==> src/rtl/xbar_bridge_rr_arbiter_pkg.sv <==
// Shared helpers for the per-slave round-robin arbiter of the L2 TCDM bridge.
package xbar_bridge_rr_arbiter_pkg;

    // Next index in a ring of n entries: n-1 wraps back to 0, so the result
    // always stays below n even when n is not a power of two.
    function automatic int rr_wrap_inc(input int idx, input int n);
        return ((idx + 1) >= n) ? 0 : (idx + 1);
    endfunction

endpackage

==> src/rtl/xbar_bridge_rr_arbiter_rr_prio_encoder.sv <==
// Rotating priority encoder: finds the first set request at or after the
// start pointer, wrapping from N_MASTER-1 back to 0.
module rr_prio_encoder #(
    parameter  int N_MASTER = 16,
    localparam int LOG_N    = $clog2(N_MASTER)
) (
    input  logic [N_MASTER-1:0] req_i,
    input  logic [LOG_N-1:0]    start_i,
    output logic                found_o,
    output logic [LOG_N-1:0]    idx_o
);

    int               cand_s;
    logic [LOG_N-1:0] cand_idx_s;

    // Scan the ring starting at start_i and keep the first requester seen.
    always_comb begin
        found_o    = 1'b0;
        idx_o      = '0;
        cand_s     = 0;
        cand_idx_s = '0;
        for (int k = 0; k < N_MASTER; k++) begin
            cand_s = int'(start_i) + k;
            if (cand_s >= N_MASTER) begin
                cand_s = cand_s - N_MASTER;
            end else begin
                cand_s = cand_s;
            end
            cand_idx_s = LOG_N'(cand_s);
            if (!found_o && req_i[cand_idx_s]) begin
                found_o = 1'b1;
                idx_o   = cand_idx_s;
            end else begin
                found_o = found_o;
            end
        end
    end

endmodule

==> src/rtl/xbar_bridge_rr_arbiter.sv <==
// Per-slave round-robin arbiter of the L2 TCDM bridge crossbar. Grants one
// master per cycle, keeps the winner locked while the slave stalls and steers
// the one-cycle-latency response back to the master of the last handshake.
module xbar_bridge_rr_arbiter
    import xbar_bridge_rr_arbiter_pkg::*;
#(
    parameter int N_MASTER   = 16,
    parameter int ADDR_WIDTH = 32,
    parameter int DATA_WIDTH = 32,
    parameter int BE_WIDTH   = DATA_WIDTH / 8,
    parameter int ID_WIDTH   = N_MASTER
) (
    input  logic                           clk,
    input  logic                           rst_n,
    input  logic [N_MASTER-1:0]            data_req_i,
    input  logic [N_MASTER*ADDR_WIDTH-1:0] data_add_i,
    input  logic [N_MASTER-1:0]            data_wen_i,
    input  logic [N_MASTER*DATA_WIDTH-1:0] data_wdata_i,
    input  logic [N_MASTER*BE_WIDTH-1:0]   data_be_i,
    input  logic [N_MASTER*ID_WIDTH-1:0]   data_ID_i,
    output logic [N_MASTER-1:0]            data_gnt_o,
    output logic                           data_req_o,
    output logic [ADDR_WIDTH-1:0]          data_add_o,
    output logic                           data_wen_o,
    output logic [DATA_WIDTH-1:0]          data_wdata_o,
    output logic [BE_WIDTH-1:0]            data_be_o,
    output logic [ID_WIDTH-1:0]            data_ID_o,
    input  logic                           data_gnt_i,
    input  logic                           data_r_valid_i,
    input  logic [DATA_WIDTH-1:0]          data_r_rdata_i,
    output logic [N_MASTER-1:0]            data_r_valid_o,
    output logic [DATA_WIDTH-1:0]          data_r_rdata_o
);

    localparam int LOG_N = $clog2(N_MASTER);

    logic [LOG_N-1:0] rr_q;
    logic             lock_q;
    logic [LOG_N-1:0] lock_idx_q;
    logic [LOG_N-1:0] r_idx_q;

    logic             found_s;
    logic [LOG_N-1:0] enc_idx_s;
    logic [LOG_N-1:0] winner_s;
    logic             req_s;
    logic             hs_s;

    logic [ADDR_WIDTH-1:0] add_arr_s   [N_MASTER];
    logic [DATA_WIDTH-1:0] wdata_arr_s [N_MASTER];
    logic [BE_WIDTH-1:0]   be_arr_s    [N_MASTER];
    logic [ID_WIDTH-1:0]   id_arr_s    [N_MASTER];

    for (genvar m = 0; m < N_MASTER; m++) begin : g_unpack
        assign add_arr_s[m]   = data_add_i[m*ADDR_WIDTH +: ADDR_WIDTH];
        assign wdata_arr_s[m] = data_wdata_i[m*DATA_WIDTH +: DATA_WIDTH];
        assign be_arr_s[m]    = data_be_i[m*BE_WIDTH +: BE_WIDTH];
        assign id_arr_s[m]    = data_ID_i[m*ID_WIDTH +: ID_WIDTH];
    end

    rr_prio_encoder #(
        .N_MASTER (N_MASTER)
    ) u_prio_enc (
        .req_i   (data_req_i),
        .start_i (rr_q),
        .found_o (found_s),
        .idx_o   (enc_idx_s)
    );

    // Pick the winner: the locked master during a stall, else the rotating scan.
    // The request is held off while reset is asserted so every output reads 0.
    always_comb begin
        winner_s = '0;
        req_s    = 1'b0;
        if (lock_q) begin
            winner_s = lock_idx_q;
            req_s    = data_req_i[lock_idx_q] & rst_n;
        end else begin
            winner_s = enc_idx_s;
            req_s    = found_s & rst_n;
        end
    end

    assign hs_s = req_s & data_gnt_i;

    // Forward the winner's payload and grant; everything reads 0 when idle.
    always_comb begin
        data_req_o   = req_s;
        data_add_o   = '0;
        data_wen_o   = 1'b0;
        data_wdata_o = '0;
        data_be_o    = '0;
        data_ID_o    = '0;
        data_gnt_o   = '0;
        if (req_s) begin
            data_add_o   = add_arr_s[winner_s];
            data_wen_o   = data_wen_i[winner_s];
            data_wdata_o = wdata_arr_s[winner_s];
            data_be_o    = be_arr_s[winner_s];
            data_ID_o    = id_arr_s[winner_s];
            data_gnt_o[winner_s] = data_gnt_i;
        end else begin
            data_req_o = 1'b0;
        end
    end

    // Arbitration state: advance the pointer on handshake, lock on stall,
    // and release a lock whose master withdrew its request.
    always_ff @(posedge clk or negedge rst_n) begin
        if (!rst_n) begin
            rr_q       <= '0;
            lock_q     <= 1'b0;
            lock_idx_q <= '0;
            r_idx_q    <= '0;
        end else if (hs_s) begin
            rr_q    <= LOG_N'(rr_wrap_inc(int'(winner_s), N_MASTER));
            lock_q  <= 1'b0;
            r_idx_q <= winner_s;
        end else if (req_s) begin
            lock_q     <= 1'b1;
            lock_idx_q <= winner_s;
        end else begin
            lock_q <= 1'b0;
        end
    end

    // Steer the response valid to the master of the previous handshake;
    // a response arriving while reset is asserted is dropped.
    always_comb begin
        data_r_valid_o = '0;
        if (data_r_valid_i && rst_n) begin
            data_r_valid_o[r_idx_q] = 1'b1;
        end else begin
            data_r_valid_o = '0;
        end
    end

    assign data_r_rdata_o = data_r_rdata_i;

endmodule

==> config.mk <==
export PLATFORM = sky130hd
export DESIGN_NAME = xbar_bridge_rr_arbiter
export DESIGN_NICKNAME = d
export VERILOG_FILES = /design/src/rtl/xbar_bridge_rr_arbiter_pkg.sv /design/src/rtl/xbar_bridge_rr_arbiter_rr_prio_encoder.sv /design/src/rtl/xbar_bridge_rr_arbiter.sv
export SDC_FILE = /design/constraint.sdc
export NUM_CORES = 1
export LEC_CHECK = 0
export BUFFER_PORTS_ARGS = -buffer_cell sky130_fd_sc_hd__buf_2
export CAP_MARGIN = 25
export CORE_AREA = 8 8 603 605
export CTS_CLUSTER_DIAMETER = 30
export DETAILED_ROUTE_END_ITERATION = 10
export DIE_AREA = 0 0 611 613
export PLACE_DENSITY = 0.3
export SLEW_MARGIN = 30
export SYNTH_ARGS = -nofsm -noshare
export SYNTH_HDL_FRONTEND = slang
export SYNTH_SLANG_ARGS = --single-unit
==> constraint.sdc <==
create_clock -name clk -period 8.7 [get_ports clk]
set_clock_uncertainty 0.15 [all_clocks]
set_input_delay 0.87 -clock clk [delete_from_list [all_inputs] [get_ports clk]]
set_output_delay 0.87 -clock clk [all_outputs]
set_load 0.005 [all_outputs]
==> results.py <==
metrics = {
    "global_route": {
        "antenna_found_initial": 203,
        "grt_overflow_total": 0,
        "grt_pass1_vias": 26800,
        "grt_pass1_wl_mm": 290,
        "grt_max_degree": 80,
        "grt_use_total": 0.116,
    },
    "detailed_routing": {
        "post_drt_via_cell_ratio": 3.19,
        "remaining_drc_errors": 0,
        "vias": 26100,
        "drt-pass1-iter-count": 5,
        "drt_wl_total_mm": 233,
        "ant_nets": 0,
        "wire_per_inst_microns": 28.6,
        "first_iter_violations": 2123,
    },
    "sta": {
        "slew_headroom": 0.346,
        "fmax_mhz": 127,
        "maxSlewViolCount": 0,
        "setup_viol": 0,
        "period_needed_ns": 7.86,
        "setup_tns_ns": 0,
        "rsz0062_at_grt": "false",
        "final_hold_viol_count": 0,
        "tightest_slew_ns": 0.974,
        "min_period_over_period": 0.904,
        "layout_setup_ws_ns": 0.839,
        "holdWs_ns": 0.408,
    },
    "critical_path": {
        "worstSetupPathType": "reg -> out",
        "r2r_cells": 18,
        "r2r_slack_ns": 2.57,
        "r2r-start": "rr_q[1]",
        "cp_max_fo": 45,
        "critPathRequiredTime_ns": 7.68,
        "path_depth": 18,
        "cp.arrival_ns": 6.84,
        "worstPathCellList": "buf_4 -> ha_1 -> xor2_1 -> nand3_1 -> and4_1 -> a21oi_1 -> nand3_2 -> or3_1 -> o31ai_4 -> o22a_4 -> and2_4 -> inv_16 -> buf_12 -> buf_4 -> a211oi_1 -> o21ai_0 -> and4_1 -> buf_2",
        "crit_path_max_incr_delay_ns": 0.84,
        "r2r_end": "rr_q[3]",
        "worstSetupStartpointType": "flip-flop",
        "path_delay_family": "compound AO/OA/AOI/OAI gates",
        "crit_path_end": "data_add_o[11]",
        "end_kind": "output port",
        "cp_slowest_cell": "a211oi_1",
        "cp.buffers_inverters": 5,
        "critPathLaunch": "rr_q[1]",
    },
    "synth": {
        "synthTopCellsByArea": "mux4_2 (25%), a211oi_1 (16%), and3_1 (13%), o21bai_1 (4.0%), clkbuf_1 (3.5%)",
        "synth_edf_count": 0,
        "syn-instance-count": 2020,
        "synth_area_leader_cell": "mux4_2",
        "syn-cell-area_sq_um": 16300,
        "synthDistinctLibCells": 78,
        "synth.top_cell.area_share": 0.248,
        "ys.warnings.count": 0,
        "syn_area_per_cell_sq_um": 8.09,
        "synthFlopType": "dfrtp_1",
        "yosysSeqAreaShare": 0.0199,
        "synth_fp_nets": 3443,
        "async_flop_share": 1.00,
        "synth.ff_latch_count": 13,
    },
    "place": {
        "port_buffers": 1497,
        "dp_hpwl_mm": 206,
        "gp_congestion": 0.901,
        "place_ws_ns": 1.07,
        "placed_cells": 8129,
    },
    "finish": {
        "stdcell_count": 8162,
        "fillers": 41900,
        "final_cell_mix": "buf_2 (1495), and3_1 (348), a211oi_1 (320), mux4_2 (180), buf_4 (142)",
        "syn2layout_area_growth_pct": 85.9,
        "final_common_cell": "buf_2",
        "layout.nets": 4806,
        "drive_gt1_frac": 0.571,
    },
    "cts": {
        "clk_path_buf_depth": 2,
        "cts_root_buffer": "clkbuf_16",
        "cts_resized": 0,
        "post-cts-setup-buffer-count": 0,
        "clkTransAtPathRegs_ns": 0.07,
        "h-tree-depth": 1,
        "clock_latency_ns": 0.27,
        "cts_tree": "yes",
        "hold_buffers": 0,
        "cts_sinks": 13,
        "cts_inserted_buffers": 3,
    },
    "worst_hold_path": {
        "hold_depth": 2,
        "min_path_type": "reg -> reg",
    },
    "outcome": {
        "run_status": "finished, final reports clean",
    },
    "run": {
        "max_cap_violations": 0,
    },
    "floorplan": {
        "num_rows": 219,
        "die_y_microns": 613,
        "die_x_microns": 611,
        "num_io_pins": 1562,
        "die_area_sq_um": 375000,
        "core_sq_um": 354000,
        "initial_utilization": 0.0461,
    },
}
## worst reg2reg max path, stage by stage (launching register included)
cell	delay [ns]
dfrtp_1	0.35
buf_4	0.51
ha_1	0.47
xor2_1	0.51
nand3_1	0.16
and4_1	0.34
a21oi_1	0.46
nand3_2	0.20
or3_1	0.61
o31ai_4	0.33
o22a_4	0.23
and2_4	0.26
buf_12	0.21
buf_4	0.41
ha_1	0.36
a31o_2	0.14
a21oi_1	0.05
a31oi_1	0.15
o21ai_0	0.08
## per-layer routing
metal,share of wire,vias up,global-route usage
met5,0.0020,-,0
met4,0.025,72,0.0237
met3,0.072,386,0.0282
met2,0.54,1598,0.224
met1,0.36,13000,0.128
li1,-,11000,-
## logic make-up after synthesis
group                    Yosys count  share of synthesized area
XOR/XNOR                          15                    0.00804
multiplexers                     215                      0.271
AND/OR/NAND/NOR                  681                      0.241
adder cells (fa/ha/maj)           11                    0.00843
AO/OA/AOI/OAI                    759                      0.352
buffers and inverters            326                     0.0996
flip-flops                        13                     0.0199
## worst min path at each step
| stage | from | endpoint |
|---|---|---|
| floorplan | r_idx_q[3] | r_idx_q[3] |
| finish | r_idx_q[3] | r_idx_q[3] |
| global route | rst_n | lock_idx_q[2] |
| CTS | r_idx_q[2] | r_idx_q[2] |
| global placement | r_idx_q[3] | r_idx_q[3] |
| detailed placement | r_idx_q[2] | r_idx_q[2] |
## final cells by class
| class | count | area [sq um] | share of cell area |
|---|---|---|---|
| multi-input combinational | 1681 | 14700 | 0.484 |
| timing repair buffer | 1668 | 9160 | 0.302 |
| tap | 4751 | 5940 | 0.196 |
| sequential | 13 | 325 | 0.0107 |
| inverter | 16 | 83.8 | 0.00276 |
| clock buffer | 3 | 75.1 | 0.00247 |
| antenna | 29 | 72.6 | 0.00239 |
| clock inverter | 1 | 5.00 | 0.000165 |
## flip-flops by register name (all words and copies together) (netlist names)
register and flops:
rr_q 4, lock_q 1, r_idx_q 4, lock_idx_q 4
## through the flow
step,util,instance area (sq um)
2_1_floorplan,-,16300
3_3_place_gp,0.0852,30200
3_5_place_dp,0.0854,30200
4_1_cts,0.0856,30300
5_1_grt,0.0856,30300
6_report,0.0858,30400
## cell usage after synthesis (all sizes together), types with 3 or more instances
master	count
a311oi	43
a211oi	343
o22ai	4
xnor2	9
clkbuf	156
and2	8
a31oi	8
ha	11
o21bai	86
nand3	14
or2	3
mux2i	20
a21boi	3
nor2	51
xor2	6
o21a	26
mux4	180
a21oi	16
o31ai	9
or3	8
nor3	14
mux2	15
dfrtp	13
nand4b	3
nand2	142
buf	154
nor3b	3
a21o	4
inv	14
o311a	22
nand2b	9
nand4	3
o211ai	5
o21ai	89
nor4	5
o2bb2ai	3
and4	64
a2111oi	9
o22a	64
and3	348
Power is not shown: default switching activity piles up to over one toggle a cycle in this logic, so the estimate is an artifact.
